### src/rtl/lcd_page_writer.sv
// lcd_page_writer: streams a ROWS x COLS character buffer to an HD44780 panel.
// Each bus transfer is one slot: rs/data set up, lcd_e high for T_E_HIGH
// cycles, then lcd_e low for the controller's execution time. A frame is an
// optional clear, then per row a set-address command followed by COLS chars.
module lcd_page_writer #(
   parameter int  ROWS      = 2,
   parameter int  COLS      = 16,
   parameter int  T_E_HIGH  = 25,
   parameter int  T_CHAR    = 2500,
   parameter int  T_CMD     = 80000,
   parameter int  USE_CLEAR = 1,
   localparam int AW        = $clog2(ROWS*COLS)
) (
   input  logic          clk,
   input  logic          rst_n,
   input  logic          init_done,
   input  logic          wr_en,
   input  logic [AW-1:0] wr_addr,
   input  logic [7:0]    wr_char,
   input  logic          refresh_req,
   output logic          busy,
   output logic          frame_done,
   output logic [7:0]    lcd_data,
   output logic          lcd_rs,
   output logic          lcd_rw,
   output logic          lcd_e
);

   localparam int N         = ROWS*COLS;
   localparam int T_LOW_MAX = (T_CMD > T_CHAR) ? T_CMD : T_CHAR;
   localparam int CW        = $clog2(T_E_HIGH + T_LOW_MAX + 1);

   // Last in-slot cycle index for each slot flavour, and last lcd_e-high index.
   localparam logic [CW-1:0] CLR_LAST = CW'(T_E_HIGH + T_CMD - 1);
   localparam logic [CW-1:0] CHR_LAST = CW'(T_E_HIGH + T_CHAR - 1);
   localparam logic [CW-1:0] E_LAST   = CW'(T_E_HIGH - 1);
   localparam logic [4:0]    COL_LAST = 5'(COLS - 1);
   localparam logic [1:0]    ROW_LAST = 2'(ROWS - 1);

   typedef enum logic [2:0] {
      S_IDLE,
      S_CLEAR,
      S_SETADDR,
      S_CHAR,
      S_DONE
   } state_t;

   state_t          state_q, state_d;
   logic [CW-1:0]   cnt_q, cnt_d;
   logic [1:0]      row_q, row_d;
   logic [4:0]      col_q, col_d;
   logic [AW-1:0]   idx_q, idx_d;
   logic            pend_q, pend_d;
   logic            busy_q, busy_d;
   logic            fd_q, fd_d;
   logic            lcd_e_q, e_d;
   logic            lcd_rs_q, rs_d;
   logic [7:0]      lcd_data_q, data_d;

   logic [7:0]      buf_q [N];
   logic [7:0]      buf_d [N];

   logic            slot_end;
   logic            start_frame;
   logic            wr_ok;
   logic [AW-1:0]   nxt_idx;

   // DDRAM set-address command for a display row (rows 2/3 continue lines 0/1).
   function automatic logic [7:0] row_cmd(input logic [1:0] r);
      logic [7:0] a;
      case (r)
         2'd0:    a = 8'h00;
         2'd1:    a = 8'h40;
         2'd2:    a = 8'(COLS);
         default: a = 8'h40 + 8'(COLS);
      endcase
      return 8'h80 | a;
   endfunction

   assign slot_end    = (state_q == S_CLEAR) ? (cnt_q == CLR_LAST) : (cnt_q == CHR_LAST);
   assign start_frame = init_done && (refresh_req || pend_q) &&
                        (state_q == S_IDLE || state_q == S_DONE);
   assign wr_ok       = wr_en && ({1'b0, wr_addr} < (AW+1)'(N));
   assign nxt_idx     = idx_q + AW'(1);

   // Buffer next-state: a single in-range write per cycle, accepted in any state.
   always_comb begin
      buf_d = buf_q;
      if (wr_ok) buf_d[wr_addr] = wr_char;
   end

   // Buffer storage; resets to spaces so a blank frame is readable text.
   always_ff @(posedge clk or negedge rst_n) begin
      if (!rst_n) begin
         for (int i = 0; i < N; i++) buf_q[i] <= 8'h20;
      end else begin
         buf_q <= buf_d;
      end
   end

   // Frame sequencer: slot timing, next-slot selection, abort and request merge.
   // Bytes are taken from buf_q, i.e. the value held on the edge the slot starts.
   always_comb begin
      state_d = state_q;
      cnt_d   = cnt_q;
      row_d   = row_q;
      col_d   = col_q;
      idx_d   = idx_q;
      e_d     = lcd_e_q;
      rs_d    = lcd_rs_q;
      data_d  = lcd_data_q;
      fd_d    = 1'b0;
      pend_d  = pend_q | refresh_req;
      unique case (state_q)
         S_IDLE: ;
         S_DONE: state_d = S_IDLE;
         default: begin
            if (!init_done) begin
               // Bus ownership lost: drop the strobe, remember to redo the frame.
               state_d = S_IDLE;
               e_d     = 1'b0;
               pend_d  = 1'b1;
            end else if (!slot_end) begin
               cnt_d = cnt_q + 1'b1;
               e_d   = (cnt_q < E_LAST);
            end else begin
               cnt_d = '0;
               e_d   = 1'b1;
               if (state_q == S_CLEAR) begin
                  state_d = S_SETADDR;
                  row_d   = 2'd0;
                  rs_d    = 1'b0;
                  data_d  = row_cmd(2'd0);
               end else if (state_q == S_SETADDR) begin
                  state_d = S_CHAR;
                  col_d   = 5'd0;
                  rs_d    = 1'b1;
                  data_d  = buf_q[idx_q];
               end else if (col_q != COL_LAST) begin
                  col_d   = col_q + 1'b1;
                  idx_d   = nxt_idx;
                  data_d  = buf_q[nxt_idx];
               end else if (row_q != ROW_LAST) begin
                  state_d = S_SETADDR;
                  row_d   = row_q + 1'b1;
                  idx_d   = nxt_idx;
                  rs_d    = 1'b0;
                  data_d  = row_cmd(row_q + 1'b1);
               end else begin
                  state_d = S_DONE;
                  e_d     = 1'b0;
                  fd_d    = 1'b1;
               end
            end
         end
      endcase
      // A start (fresh or pending, also straight out of DONE) opens the first slot.
      if (start_frame) begin
         pend_d = 1'b0;
         cnt_d  = '0;
         e_d    = 1'b1;
         row_d  = 2'd0;
         col_d  = 5'd0;
         idx_d  = '0;
         rs_d   = 1'b0;
         if (USE_CLEAR != 0) begin
            state_d = S_CLEAR;
            data_d  = 8'h01;
         end else begin
            state_d = S_SETADDR;
            data_d  = row_cmd(2'd0);
         end
      end
      busy_d = (state_d != S_IDLE) || pend_d;
   end

   // Sequencer and bus registers; reset clears the strobe even mid-slot.
   always_ff @(posedge clk or negedge rst_n) begin
      if (!rst_n) begin
         state_q    <= S_IDLE;
         cnt_q      <= '0;
         row_q      <= 2'd0;
         col_q      <= 5'd0;
         idx_q      <= '0;
         pend_q     <= 1'b0;
         busy_q     <= 1'b1;
         fd_q       <= 1'b0;
         lcd_e_q    <= 1'b0;
         lcd_rs_q   <= 1'b0;
         lcd_data_q <= 8'h00;
      end else begin
         state_q    <= state_d;
         cnt_q      <= cnt_d;
         row_q      <= row_d;
         col_q      <= col_d;
         idx_q      <= idx_d;
         pend_q     <= pend_d;
         busy_q     <= busy_d;
         fd_q       <= fd_d;
         lcd_e_q    <= e_d;
         lcd_rs_q   <= rs_d;
         lcd_data_q <= data_d;
      end
   end

   // Losing init_done shows as busy immediately, without waiting for a flop.
   assign busy       = busy_q | ~init_done;
   assign frame_done = fd_q;
   assign lcd_e      = lcd_e_q;
   assign lcd_rs     = lcd_rs_q;
   assign lcd_data   = lcd_data_q;
   assign lcd_rw     = 1'b0;

endmodule

### config.mk
export PLATFORM = sky130hd
export DESIGN_NAME = lcd_page_writer
export DESIGN_NICKNAME = d
export VERILOG_FILES = /design/src/rtl/lcd_page_writer.sv
export SDC_FILE = /design/constraint.sdc
export NUM_CORES = 1
export LEC_CHECK = 0
export ABC_CLOCK_PERIOD_IN_PS = 4100
export CORE_ASPECT_RATIO = 0.6
export CORE_MARGIN = 3
export CORE_UTILIZATION = 23
export DETAILED_ROUTE_END_ITERATION = 6
export GPL_TIMING_DRIVEN = 0
export PLACE_DENSITY = 0.46
export SYNTH_ARGS = -nofsm -noshare
export SYNTH_HDL_FRONTEND = slang
export SYNTH_SLANG_ARGS = --single-unit
### constraint.sdc
create_clock -name clk -period 4.1 [get_ports clk]
set_input_delay 0.615 -clock clk [delete_from_list [all_inputs] [get_ports clk]]
set_output_delay 0.615 -clock clk [all_outputs]
set_load 0.02 [all_outputs]
==> results.sh, run 1 <==
export IMPL_status="complete, but fails checks"
export IMPL_violations="max-capacitance violations, max-slew violations"
export IMPL_ff2ff_path_depth=8
export IMPL_start_util_pct=23.58
export IMPL_grt_pass1_wl_um=81950
export IMPL_cp_required_ns=4.52
export IMPL_synth_cells=1169
export IMPL_fin_worst_skew_ns=0.01360
export IMPL_slew_violations=1
export IMPL_grt_pass1_vias=11211
export IMPL_synth_most_common_cell="dfrtp_1"
export IMPL_holdWs_ns=0.4722
export IMPL_worstHoldPathCells=1
export IMPL_cp_end_kind="flop"
export IMPL_highest_layer="met5"
export IMPL_ant_nets=0
export IMPL_min_from="col_q[3]"
export IMPL_pre_cts_ws_ns=-0.9303
export IMPL_drive_gt1_share_pct=42.38
export IMPL_rsz0062_at_grt="no"
export IMPL_cts_buffers=34
export IMPL_drv_cap=1
export IMPL_synthDistinctLibCells=61
export IMPL_drt_iter0_markers=942
export IMPL_cp_startpoint="idx_q[0]"
export IMPL_rows=74
export IMPL_synth_common_cells="268 x dfrtp_1, 256 x mux2_2, 140 x mux4_2"
export IMPL_cts_root_buf="clkbuf_16"
export IMPL_met2_length_um=21470
export IMPL_synth_nets=1193
export IMPL_multiInputGateArea_um2=8357
export IMPL_io_pins=31
export IMPL_yosys_warnings=0
export IMPL_finalHoldViolCount=0
export IMPL_peakVddDrop_v=0.0002235
export IMPL_avgSynthCellArea_um2=13.93
export IMPL_clk_latency_ns=0.54
export IMPL_placed_area_um2=17800
export IMPL_clock_sinks=301
export IMPL_synth_top_area_cell="dfrtp_1"
export IMPL_p_switching_mw=2.854
export IMPL_synth_flop_cell="dfrtp_1"
export IMPL_p_sw_share_pct=30.30
export IMPL_antenna_found_initial=1
export IMPL_p_leak_nw=7.477
export IMPL_critPathLaunchType="flop"
export IMPL_r2r_start="idx_q[0]"
export IMPL_maxSlewHeadroom_pct=-0.05979
export IMPL_dr_wl_met3_um=5851
export IMPL_async_flop_share_pct=100.0
export IMPL_vias=11401
export IMPL_synth_seq_cells=301
export IMPL_h_tree_depth=2
export IMPL_fillers=7045
export IMPL_clkPwrFrac_pct=33.7
export IMPL_grt_max_degree=112
export IMPL_period_minus_slack_ns=3.974
export IMPL_worst_pin_slew_ns=1.490
export IMPL_area_delta_synth_final_pct=16.64
export IMPL_synth_top_area_share_pct=41.17
export IMPL_critPathMaxFanout=10
export IMPL_holdCritPathClass="reg2reg"
export IMPL_p_int_mw=6.563
export IMPL_die_h_um=212.1
export IMPL_setup_viol=0
export IMPL_yosys_top_cells_area="dfrtp_1 41%, mux4_2 19%, mux2_2 18%"
export IMPL_cts_tree="yes"
export IMPL_synth_edf_count=0
export IMPL_drc_errors=0
export IMPL_dp_hpwl_um=40460
export IMPL_detail_route_vias_per_cell=5.244
export IMPL_die_x_um=349.6
export IMPL_p_comb_share_pct=23.8
export IMPL_cts_buffer_depth=3
export IMPL_synth_cell_area_um2=16290
export IMPL_drt_wl_total_um=56640
export IMPL_path_clk_slew_ns=0.06
export IMPL_grt_overflow_total=0
export IMPL_fin_area_um2=19000
export IMPL_final_cells=2174
export IMPL_avgRoutedWirePerCell_um=26.05
export IMPL_place_congestion=0.8503
export IMPL_layout_setup_ws_ns=0.1256
export IMPL_grtUsageTotal_pct=15.23
export IMPL_critical_path_class="reg2reg"
export IMPL_fin_crit_sh_pct=96.94
export IMPL_die_area_um2=74160
export IMPL_yosysSeqAreaShare_pct=46.49
export IMPL_seq_power_share_pct=42.5
export IMPL_fin_nets=1260
export IMPL_regArea_um2=7574
export IMPL_core_um2=69070
export IMPL_dr_pass1_iters=6
export IMPL_max_freq_mhz=251.6
export IMPL_io_buffers=26
export IMPL_dpl_cell_count=2111
export IMPL_cp_arrival_ns=4.39
export IMPL_p_per_area_nw_per_um2=495.6
export IMPL_routedLengthMet1_um=28500
-- critical path, stage by stage, from the launching register on --
cell	delay (ns)
dfrtp_1	0.53
ha_1	0.41
xor2_2	0.45
clkbuf_4	0.40
buf_2	0.46
mux4_2	0.61
mux2i_1	0.50
o21ai_0	0.20
a32o_1	0.28
-- cell usage in the layout (no fill, tap or decap), drive strengths merged, types with 7 or more instances in the layout --
master,Yosys,routed
a21oi,13,13
a22o,19,19
a22oi,8,8
a32oi,8,8
and3,7,7
buf,21,22
clkbuf,61,108
clkdlybuf4s50,0,25
clkinv,1,9
dfrtp,268,268
dfstp,33,33
inv,8,9
mux2,260,260
mux2i,18,18
mux4,140,140
nand2,82,82
nand3,24,24
nor2,49,49
nor2b,8,8
nor3,15,15
o21ai,31,31
o22ai,12,12
-- state kept, by name, summed over array words and instances, names as in the netlist --
name        flops
lcd_e           1
busy_q          1
row_q           2
state_q         3
lcd_data        8
cnt_q          17
idx_q           5
frame_done      1
lcd_rs          1
buf_q         256
col_q           5
pend_q          1
-- layer usage --
metal  track usage, %  up-vias
met5                0        -
met4            2.448        2
met3            5.471       62
met2            19.46      488
met1            24.18     6187
li1                 -     4662
-- cell families after synthesis --
group / Yosys count / synth area share [%]
other: 1 / 0.02302
XOR/XNOR: 7 / 0.3764
multiplexers: 418 / 38.51
AO/OA/AOI/OAI: 121 / 5.361
AND/OR/NAND/NOR: 224 / 6.483
adder cells (fa/ha/maj): 6 / 0.4609
flip-flops: 301 / 46.49
buffers and inverters: 91 / 2.297
-- cell type report --
class	count	share of cell area (%)
multi-input combinational	777	43.98
timing repair buffer	31	1.962
clock inverter	12	0.6322
inverter	9	0.1778
sequential	301	39.86
buffer	82	2.068
tap	912	6.006
clock buffer	48	5.288
antenna	2	0.02634
-- power groups by stage --
stage | registers, mW | clock network (mW) | logic [mW]
CTS | 3.99 | 3.24 | 2.21
detailed placement | 4.03 | 0 | 2.20
floorplan | 3.88 | 0 | 1.53
global route | 4.07 | 3.37 | 2.39
global placement | 4.01 | 0 | 2.16
finish | 4.00 | 3.17 | 2.25
-- final timing paths --
kind / to / slack (ns)
worst max-delay path: lcd_data[4] / 0.13
worst min-delay path: col_q[3] / 0.47
worst max register to register: lcd_data[4] / 0.13
worst min register to register: col_q[3] / 0.47
max in group asynchronous: buf_q[217] / 2.26
min in group asynchronous: buf_q[41] / 0.52
-- timing repair --
action | in CTS | in global routing
setup buffers | 0 | 0
resized for setup | 12 | 18
endpoints found under the hold margin | 24 | 0
setup endpoints to repair | 8 | 7
hold buffers | 1 | 0
-- stage by stage --
step	setup TNS [ns]	total power, mW	util, %
floorplan	0	5.412	-
global placement	-3227.01	6.167	25.61
detailed placement	-6.181	6.236	25.76
CTS	0	9.439	27.45
global route	0	9.824	27.50
finish	0	9.417	27.51
No activity file was read; power rests on OpenSTA's default activity.
==> inputs of run 2 (changes only) <==
DONT_BUFFER_PORTS = 1   (was default)
PLACE_DENSITY = 0.45   (was 0.46)
SKIP_LAST_GASP = 1   (was default)
==> run 2 against run 1 <==
The run ends with negative hold slack left. Critical path depth stayed put. Register-to-register slack worse by 0.04 ns. Hold slack worse by 0.71 ns. Global-route usage hardly changed. Fmax is 1.0% lower. Critical endpoint unchanged. Highest routed layer is now met4.
==> results.sh, run 2 (synthesis results as in run 1) <==
export IMPL_grt_max_degree=302
export IMPL_p_per_area_nw_per_um2=508.0
export IMPL_worst_pin_slew_ns=1.374
export IMPL_dp_hpwl_um=39880
export IMPL_violations="negative hold slack"
export IMPL_drc_errors=0
export IMPL_status="complete, but fails checks"
export IMPL_period_minus_slack_ns=4.016
export IMPL_top_register="buf_q"
export IMPL_layout_common_cells="268 x dfrtp_1, 256 x mux2_2, 140 x mux4_2, 82 x nand2_1, 54 x clkbuf_1"
export IMPL_slew_violations=0
export IMPL_die_x_um=349.6
export IMPL_die_area_um2=74160
export IMPL_r2r_end="lcd_data[4]"
export IMPL_finalHoldViolCount=270
export IMPL_layout_setup_ws_ns=0.08416
export IMPL_path_clk_slew_ns=0.07
export IMPL_multiInputGateArea_um2=8364
export IMPL_detail_route_vias_per_cell=5.216
export IMPL_holdCritPathClass="in2async"
export IMPL_place_congestion=0.8676
export IMPL_max_freq_mhz=249.0
export IMPL_ant_nets=0
export IMPL_clk_latency_ns=0.55
export IMPL_largest_reg_flops=256
export IMPL_pre_cts_ws_ns=-0.9456
export IMPL_cts_tree="yes"
export IMPL_critPathMaxFanout=10
export IMPL_grt_pass1_wl_um=82390
export IMPL_final_util_pct=27.13
export IMPL_setup_viol=0
export IMPL_io_pins=31
export IMPL_p_leak_nw=7.361
export IMPL_cp_arrival_ns=4.45
export IMPL_vias=11203
export IMPL_cp_required_ns=4.53
export IMPL_holdWs_ns=-0.2403
export IMPL_slowest_delay_ns=1.04
export IMPL_drt_wl_total_um=56790
export IMPL_ff2ff_path_depth=8
export IMPL_clock_sinks=301
export IMPL_fin_crit_sh_pct=97.95
export IMPL_cts_buffers=35
export IMPL_cts_root_buf="clkbuf_16"
export IMPL_regArea_um2=7574
export IMPL_cts_buffer_depth=3
export IMPL_slowest_stage="clkbuf_1"
export IMPL_fin_nets=1232
export IMPL_start_util_pct=23.58
export IMPL_drive_gt1_share_pct=43.64
export IMPL_r2r_start="idx_q[0]"
export IMPL_h_tree_depth=2
export IMPL_avgRoutedWirePerCell_um=26.44
export IMPL_area_delta_synth_final_pct=15.05
export IMPL_antenna_found_initial=5
export IMPL_critPathLaunchType="flop"
export IMPL_fin_worst_skew_ns=0.02131
export IMPL_io_buffers=0
export IMPL_fillers=7071
export IMPL_path_buf_inv=2
export IMPL_core_um2=69070
export IMPL_critical_path_class="reg2reg"
export IMPL_dr_pass1_iters=5
export IMPL_maxSlewHeadroom_pct=8.422
export IMPL_die_h_um=212.1
export IMPL_grt_overflow_total=0
export IMPL_drt_iter0_markers=1094
export IMPL_rows=74
export IMPL_drv_cap=0
export IMPL_post_cts_buffers=0
export IMPL_grtUsageTotal_pct=15.26
export IMPL_grt_pass1_vias=11219
export IMPL_worstPathCellList="buf_1 > clkbuf_1 > mux4_2 > mux2i_1 > nor3_1 > a2111oi_0 > o21ai_0 > a32o_1"
export IMPL_cpLargestDelayFamily="buffers and inverters"
export IMPL_peakVddDrop_v=0.0002271
export IMPL_cp_end_kind="flop"
export IMPL_rsz0062_at_grt="yes"
export IMPL_layout_cells_most_common="dfrtp_1"
export IMPL_rrSetupSlack_ns=0.08
## run 2: area by class of cell
class | count | area share (%)
clock inverters | 19 | 1.242
inverters | 9 | 0.1803
repair buffers | 2 | 0.1001
well taps | 912 | 6.089
plain buffers | 82 | 1.976
multi-input cells | 777 | 44.63
diodes | 1 | 0.01335
clock buffers | 45 | 5.361
flip-flops and latches | 301 | 40.41
## run 2: timing repair
item	CTS	global route
hold endpoints to repair	288	284
gates resized for setup	12	10
setup endpoints to repair	8	7
## run 2: power by group
part | internal, mW | total (mW) | leakage (nW) | switching (mW)
sequential | 3.56 | 4.01 | 3.80 | 0.449
clock | 2.01 | 3.41 | 0.599 | 1.40
combinational | 1.11 | 2.10 | 2.96 | 0.985
total | 6.68 | 9.52 | 7.36 | 2.84
## run 2: layer usage
layer	vias up	global-route usage, %	wire length, µm
met5	-	0	0
met4	0	3.074	1032
met3	81	5.960	5957
met2	481	19.44	21590
met1	6053	23.71	28210
li1	4588	-	-
## run 2: metrics by stage
stage	hold slack, ns	area (µm²)	TNS (ns)	cells	power, mW
after global routing	-0.2636	18740	-0.04813	2147	9.923
after detailed placement	0.3338	17460	-6.497	2083	6.110
after global placement	0.3304	17430	-6.653	2081	6.062
after floorplan	0.3194	16290	0	1169	5.412
final	-0.2403	18740	0	2148	9.520
after CTS	-0.2500	18730	0	2147	9.559
## run 2: worst max path at each step
| stage | start | to | slack [ns] | cells after the start |
|---|---|---|---|---|
| floorplan | state_q[1] | row_q[0] | 0.98 | 9 |
| global placement | idx_q[0] | lcd_data[1] | -0.95 | 10 |
| detailed placement | idx_q[0] | lcd_data[1] | -0.95 | 10 |
| CTS | idx_q[0] | lcd_data[3] | 0.002 | 10 |
| global route | idx_q[0] | lcd_data[7] | -0.05 | 8 |
| finish | idx_q[0] | lcd_data[4] | 0.08 | 8 |
==> inputs of run 3 (changes only) <==
ABC_AREA = 1   (was default)
CTS_CLUSTER_SIZE = 30   (was default)
==> run 3 against run 2 <==
The run still ends with negative hold slack left. Combinational power grew to 4.0 times the previous value. Via count is 62% higher. Power is 67% higher. Hold slack worse by 0.016 ns. Die area is 3.2% higher. Count of clock-buffer cells in the layout stayed put. Non-clock buffer count is 78 higher. Critical path depth is 4 higher. Worst setup slack better by 0.36 ns. Critical path type unchanged. Largest power group is now combinational logic.
==> results.sh, run 3 <==
export IMPL_antenna_found_initial=8
export IMPL_cp_end_kind="flop"
export IMPL_path_buf_inv=3
export IMPL_grt_max_degree=302
export IMPL_slew_violations=0
export IMPL_avgRoutedWirePerCell_um=29.83
export IMPL_status="complete, but fails checks"
export IMPL_worst_pin_slew_ns=1.366
export IMPL_drt_wl_total_um=99220
export IMPL_fin_nets=2348
export IMPL_cp_depth=12
export IMPL_finalHoldViolCount=276
export IMPL_cpLargestDelayFamily="buffers and inverters"
export IMPL_cts_buffer_depth=3
export IMPL_fin_crit_sh_pct=89.18
export IMPL_h_tree_depth=2
export IMPL_slowest_delay_ns=1.04
export IMPL_p_switching_mw=8.467
export IMPL_critical_path_class="reg2reg"
export IMPL_seq_power_share_pct=26.7
export IMPL_drive_gt1_share_pct=8.177
export IMPL_peakVddDrop_v=0.0003991
export IMPL_path_clk_slew_ns=0.08
export IMPL_ant_nets=0
export IMPL_max_freq_mhz=273.5
export IMPL_clkPwrFrac_pct=20.8
export IMPL_synth_flop_cell="dfrtp_1"
export IMPL_rows=76
export IMPL_p_int_mw=7.468
export IMPL_rsz0062_at_grt="no"
export IMPL_place_congestion=1.088
export IMPL_drc_errors=0
export IMPL_dp_hpwl_um=73850
export IMPL_maxSlewHeadroom_pct=8.966
export IMPL_core_um2=72080
export IMPL_cp_required_ns=4.58
export IMPL_die_h_um=215.5
export IMPL_setup_viol=0
export IMPL_layout_common_cells="609 x nand2_1, 372 x o21ai_0, 303 x nand3_1, 268 x dfrtp_1, 193 x inv_1"
export IMPL_p_comb_share_pct=52.5
export IMPL_cts_resized=0
export IMPL_slowest_stage="buf_1"
export IMPL_pre_cts_ws_ns=0.9029
export IMPL_synthDistinctLibCells=40
export IMPL_grt_pass1_vias=16496
export IMPL_holdWs_ns=-0.2564
export IMPL_start_util_pct=23.33
export IMPL_finalPower_mw=15.93
export IMPL_p_sw_share_pct=53.14
export IMPL_yosys_top_cells_area="dfrtp_1 40%, nand2_1 14%, o21ai_0 11%"
export IMPL_synth_most_common_cell="nand2_1"
export IMPL_detail_route_vias_per_cell=5.452
export IMPL_cp_arrival_ns=4.14
export IMPL_fin_worst_skew_ns=0.04906
export IMPL_fin_area_um2=19380
export IMPL_synth_seq_cells=301
export IMPL_worstPathCellList="ha_1 > buf_2 > buf_2 > buf_1 > o211ai_1 > o211ai_1 > nand3_1 > nand3_1 > nand3_1 > nand2_1 > nand2_1 > nand2_1"
export IMPL_yosys_warnings=0
export IMPL_io_buffers=0
export IMPL_largest_reg_flops=256
export IMPL_area_delta_synth_final_pct=15.26
export IMPL_synth_top_area_cell="dfrtp_1"
export IMPL_layout_cells_most_common="nand2_1"
export IMPL_p_per_area_nw_per_um2=822.0
export IMPL_cts_tree="yes"
export IMPL_synth_edf_count=0
export IMPL_vias=18134
export IMPL_die_area_um2=76510
export IMPL_grt_overflow_total=0
export IMPL_grtUsageTotal_pct=25.36
export IMPL_synth_nets=2306
export IMPL_async_flop_share_pct=100.0
export IMPL_top_register="buf_q"
export IMPL_clk_latency_ns=0.59
export IMPL_yosysSeqAreaShare_pct=45.03
export IMPL_final_setup_tns_ns=0
export IMPL_synth_cells=2282
export IMPL_critPathLaunchType="flop"
export IMPL_synth_top_area_share_pct=39.88
export IMPL_post_cts_buffers=0
export IMPL_violations="negative hold slack"
export IMPL_placed_area_um2=18220
export IMPL_synth_common_cells="609 x nand2_1, 372 x o21ai_0, 303 x nand3_1"
export IMPL_critPathMaxFanout=10
export IMPL_period_minus_slack_ns=3.656
export IMPL_clock_sinks=301
export IMPL_grt_pass1_wl_um=135100
export IMPL_die_x_um=355.1
export IMPL_cts_root_buf="clkbuf_16"
export IMPL_dr_pass1_iters=7
export IMPL_drt_iter0_markers=2938
export IMPL_avgSynthCellArea_um2=7.370
export IMPL_holdCritPathClass="in2async"
export IMPL_p_leak_nw=8.428
export IMPL_io_pins=31
export IMPL_drv_cap=0
export IMPL_ff2ff_path_depth=12
export IMPL_synth_cell_area_um2=16820
export IMPL_layout_setup_ws_ns=0.4438
export IMPL_cts_buffers=34
==> run 3: cell families (layout without fill, tap and decap cells) <==
logic type	count (synthesis)	in the layout	synth area share (%)
AO/OA/AOI/OAI	587	587	19.13
XOR/XNOR	7	7	0.5208
adder cells (fa/ha/maj)	6	6	0.4464
buffers and inverters	361	427	8.630
flip-flops	301	301	45.03
multiplexers	1	1	0.05952
other	1	4	0.02230
AND/OR/NAND/NOR	1018	1018	26.16
==> run 3: area by class of cell <==
type,count,area (µm²)
multi-input combinational,1620,7839
inverter,205,769.5
clock buffer,45,952.2
buffer,156,681.9
sequential,301,7574
tap,975,1220
fill,8006,52690
timing repair buffer,6,132.6
clock inverter,15,209.0
antenna,3,7.507
==> run 3: worst register-to-register path, delay by kind of cell (launching register included) <==
family	cells	cell delay, ns
buf+inv	3	1.49
fa+ha+maj	1	0.30
simple gates	6	0.87
compound gates	2	0.49
flops	1	0.39
==> run 3: path summary, 6_finish.rpt <==
path	startpoint	endpoint	slack, ns
min in group clk	wr_char[5]	buf_q[13]	0.15
max in group asynchronous	rst_n	buf_q[222]	3.71
worst min-delay path	rst_n	buf_q[92]	-0.26
worst min register to register	pend_q	busy_q	0.47
worst max register to register	idx_q[0]	lcd_data[3]	0.44
worst max-delay path	idx_q[0]	lcd_data[3]	0.44
==> run 3: layer usage <==
| layer | vias up | global-route usage (%) | routed length (µm) |
|---|---|---|---|
| li1 | 7727 | - | - |
| met1 | 9011 | 40.69 | 48900 |
| met2 | 1238 | 29.41 | 33410 |
| met3 | 154 | 10.38 | 14300 |
| met4 | 4 | 6.634 | 2579 |
| met5 | - | 0 | 41 |
==> run 3: power by group through the flow <==
stage / Combinational, mW / Sequential [mW] / Clock [mW]
final: 8.36 / 4.26 / 3.31
after global placement: 7.71 / 4.26 / 0
after global routing: 8.47 / 4.31 / 3.51
after floorplan: 4.15 / 4.00 / 0
after detailed placement: 7.73 / 4.27 / 0
after CTS: 7.75 / 4.23 / 3.39
==> run 3: metrics by stage <==
stage | util, % | std cells
floorplan | - | 2282
global placement | 25.03 | 3257
detailed placement | 25.27 | 3263
CTS | 26.88 | 3323
global route | 26.88 | 3323
finish | 26.89 | 3326
==> RTL change (settings of run 1) <==
The parameter `USE_CLEAR` goes from 1 to 0.
--- a/src/rtl/lcd_page_writer.sv
+++ b/src/rtl/lcd_page_writer.sv
@@ -8,7 +8,7 @@
    parameter int  T_E_HIGH  = 25,
    parameter int  T_CHAR    = 2500,
    parameter int  T_CMD     = 80000,
-   parameter int  USE_CLEAR = 1,
+   parameter int  USE_CLEAR = 0,
    localparam int AW        = $clog2(ROWS*COLS)
 ) (
    input  logic          clk,
Function: changed (a bounded check fails within 4 cycles, from zero or initial values and one cycle with rst_n low).
==> RTL change against run 1 <==
  * The flow still finishes with violations (capacitance limit, slew limit)
  * Core utilization decreased by 0.45 points
  * Critical path depth is the same
  * Synthesized area is 0.37% higher
  * Maximum frequency rose by 11%
  * Sequential cell count is the same
  * Synthesized cell count decreased by 0.17%
  * First-iteration DRC count increased by 0.11%
  * Routed wire length decreased by 2.6%
  * Cell area shrank 0.16%
  * Worst setup slack gained 0.39 ns
  * Count of clock-buffer cells in the layout fell by 1
  * Critical endpoint is now lcd_data[6]$_DFFE_PN0P_
  * Largest cell class unchanged
Power is not compared: it rests on default switching activity, and its combinational part moved more than twofold at a synthesized area within 25%.
==> RTL change: results (changes against run 1) <==
Parameter                              Value

Finish
  Post-layout nets ... 1253 (was 1260)
  Fraction of layout cells with a size suffix above 1 ... 42.7% (was 42.4%)

Synthesis
  Top area cells in the synthesized netlist ... dfrtp_1 41%, mux4_2 19%, mux2_2 18% (unchanged)
  Multiplexer area fraction after synthesis ... 38.6% (was 38.5%)
  Synth Area in XOR/XNOR ... 1.02% (was 0.376%)
  Most frequent cells after synthesis ... 268 x dfrtp_1, 258 x mux2_2, 138 x mux4_2 (was 268 x dfrtp_1, 256 x mux2_2, 140 x mux4_2)
  Number of distinct standard cells referenced by the synthesized netlist ... 67 (was 61)

STA
  Slew at the pin closest to its max-slew limit ... 1.51 ns (was 1.49 ns)
  Slew Limit Fails ... 9 (was 1)
  Largest clock skew in the final design ... 0.0169 ns (was 0.0136 ns)

Route
  Detailed-routed wire length on met3 ... 4910 um (was 5850 um)
  Detailed-routing iteration count for the pre-antenna-repair pass ... 5 (was 6)
  Met2 WL post-DR ... 20600 um (was 21500 um)
  Overall via count from detail_route ... 11.2k (was 11.4k)
  Number of DRC markers after the initial detailed-route iteration ... 943 (was 942)

Status
  Result of the run ... finished, violations left (unchanged)
  Violated checks ... capacitance limit, slew limit (unchanged)

GRT
  Initial antenna violation count ... 2 (was 1)
  Met3 Use GR ... 4.69% (was 5.47%)
  Maximum number of pins on one net before global-route repair ... 117 (was 112)
  Global Route met2 Usage ... 18.6% (was 19.5%)

Placed design
  Placement-stage worst setup slack ... 0.682 ns (was -0.930 ns)
  Half-perimeter wire length of the detailed placement result ... 40700 um (was 40500 um)

Clock tree
  # resized after CTS ... 0 (was 12)
  Number of H-tree levels ... 1 (was 2)

Worst setup path
  Worst Setup SP ... idx_q[1]$_DFFE_PN0P_ (was idx_q[0]$_DFFE_PN0P_)
  Critical R2R Capture ... lcd_data[6]$_DFFE_PN0P_ (was lcd_data[4]$_DFFE_PN0P_)
  Worst endpoint data arrival time ... 4.08 ns (was 4.39 ns)
  Crit path max-delay cell type ... xnor2_1 (was mux4_2)
  Worst path max stage delay ... 0.95 ns (was 0.61 ns)

Flow run
  Max-capacitance violation count ... 1 (unchanged)
==> RTL change: final cells by class <==
type	instances	area, sq um
fillers	7093	51100
multi-input cells	771	8330
flip-flops and latches	301	7570
well taps	924	1160
clock buffers	47	926
plain buffers	84	414
repair buffers	29	328
clock inverters	9	199
inverters	11	41.3
==> RTL change: critical path, delay by kind of cell, from the launching register on <==
family	cells	cell delay, ns
fa+ha+maj	1	0.23
compound gates	3	0.68
xor+xnor	1	0.95
buf+inv	2	1.01
simple gates	1	0.14
flops	1	0.45
==> RTL change: stage by stage <==
stage	std cells	util (%)	hold slack, ns
floorplan	1167	-	0.319
global placement	2117	25.3	0.460
detailed placement	2120	25.5	0.467
CTS	2176	27.1	0.127
global route	2176	27.1	0.160
finish	2176	27.1	0.0964
==> RTL change: where the power goes <==
group | switching (mW) | internal [mW] | total (mW)
clock | 1.32 | 1.93 | 3.25
combinational | 2.63 | 2.43 | 5.05
sequential | 0.437 | 3.54 | 3.98
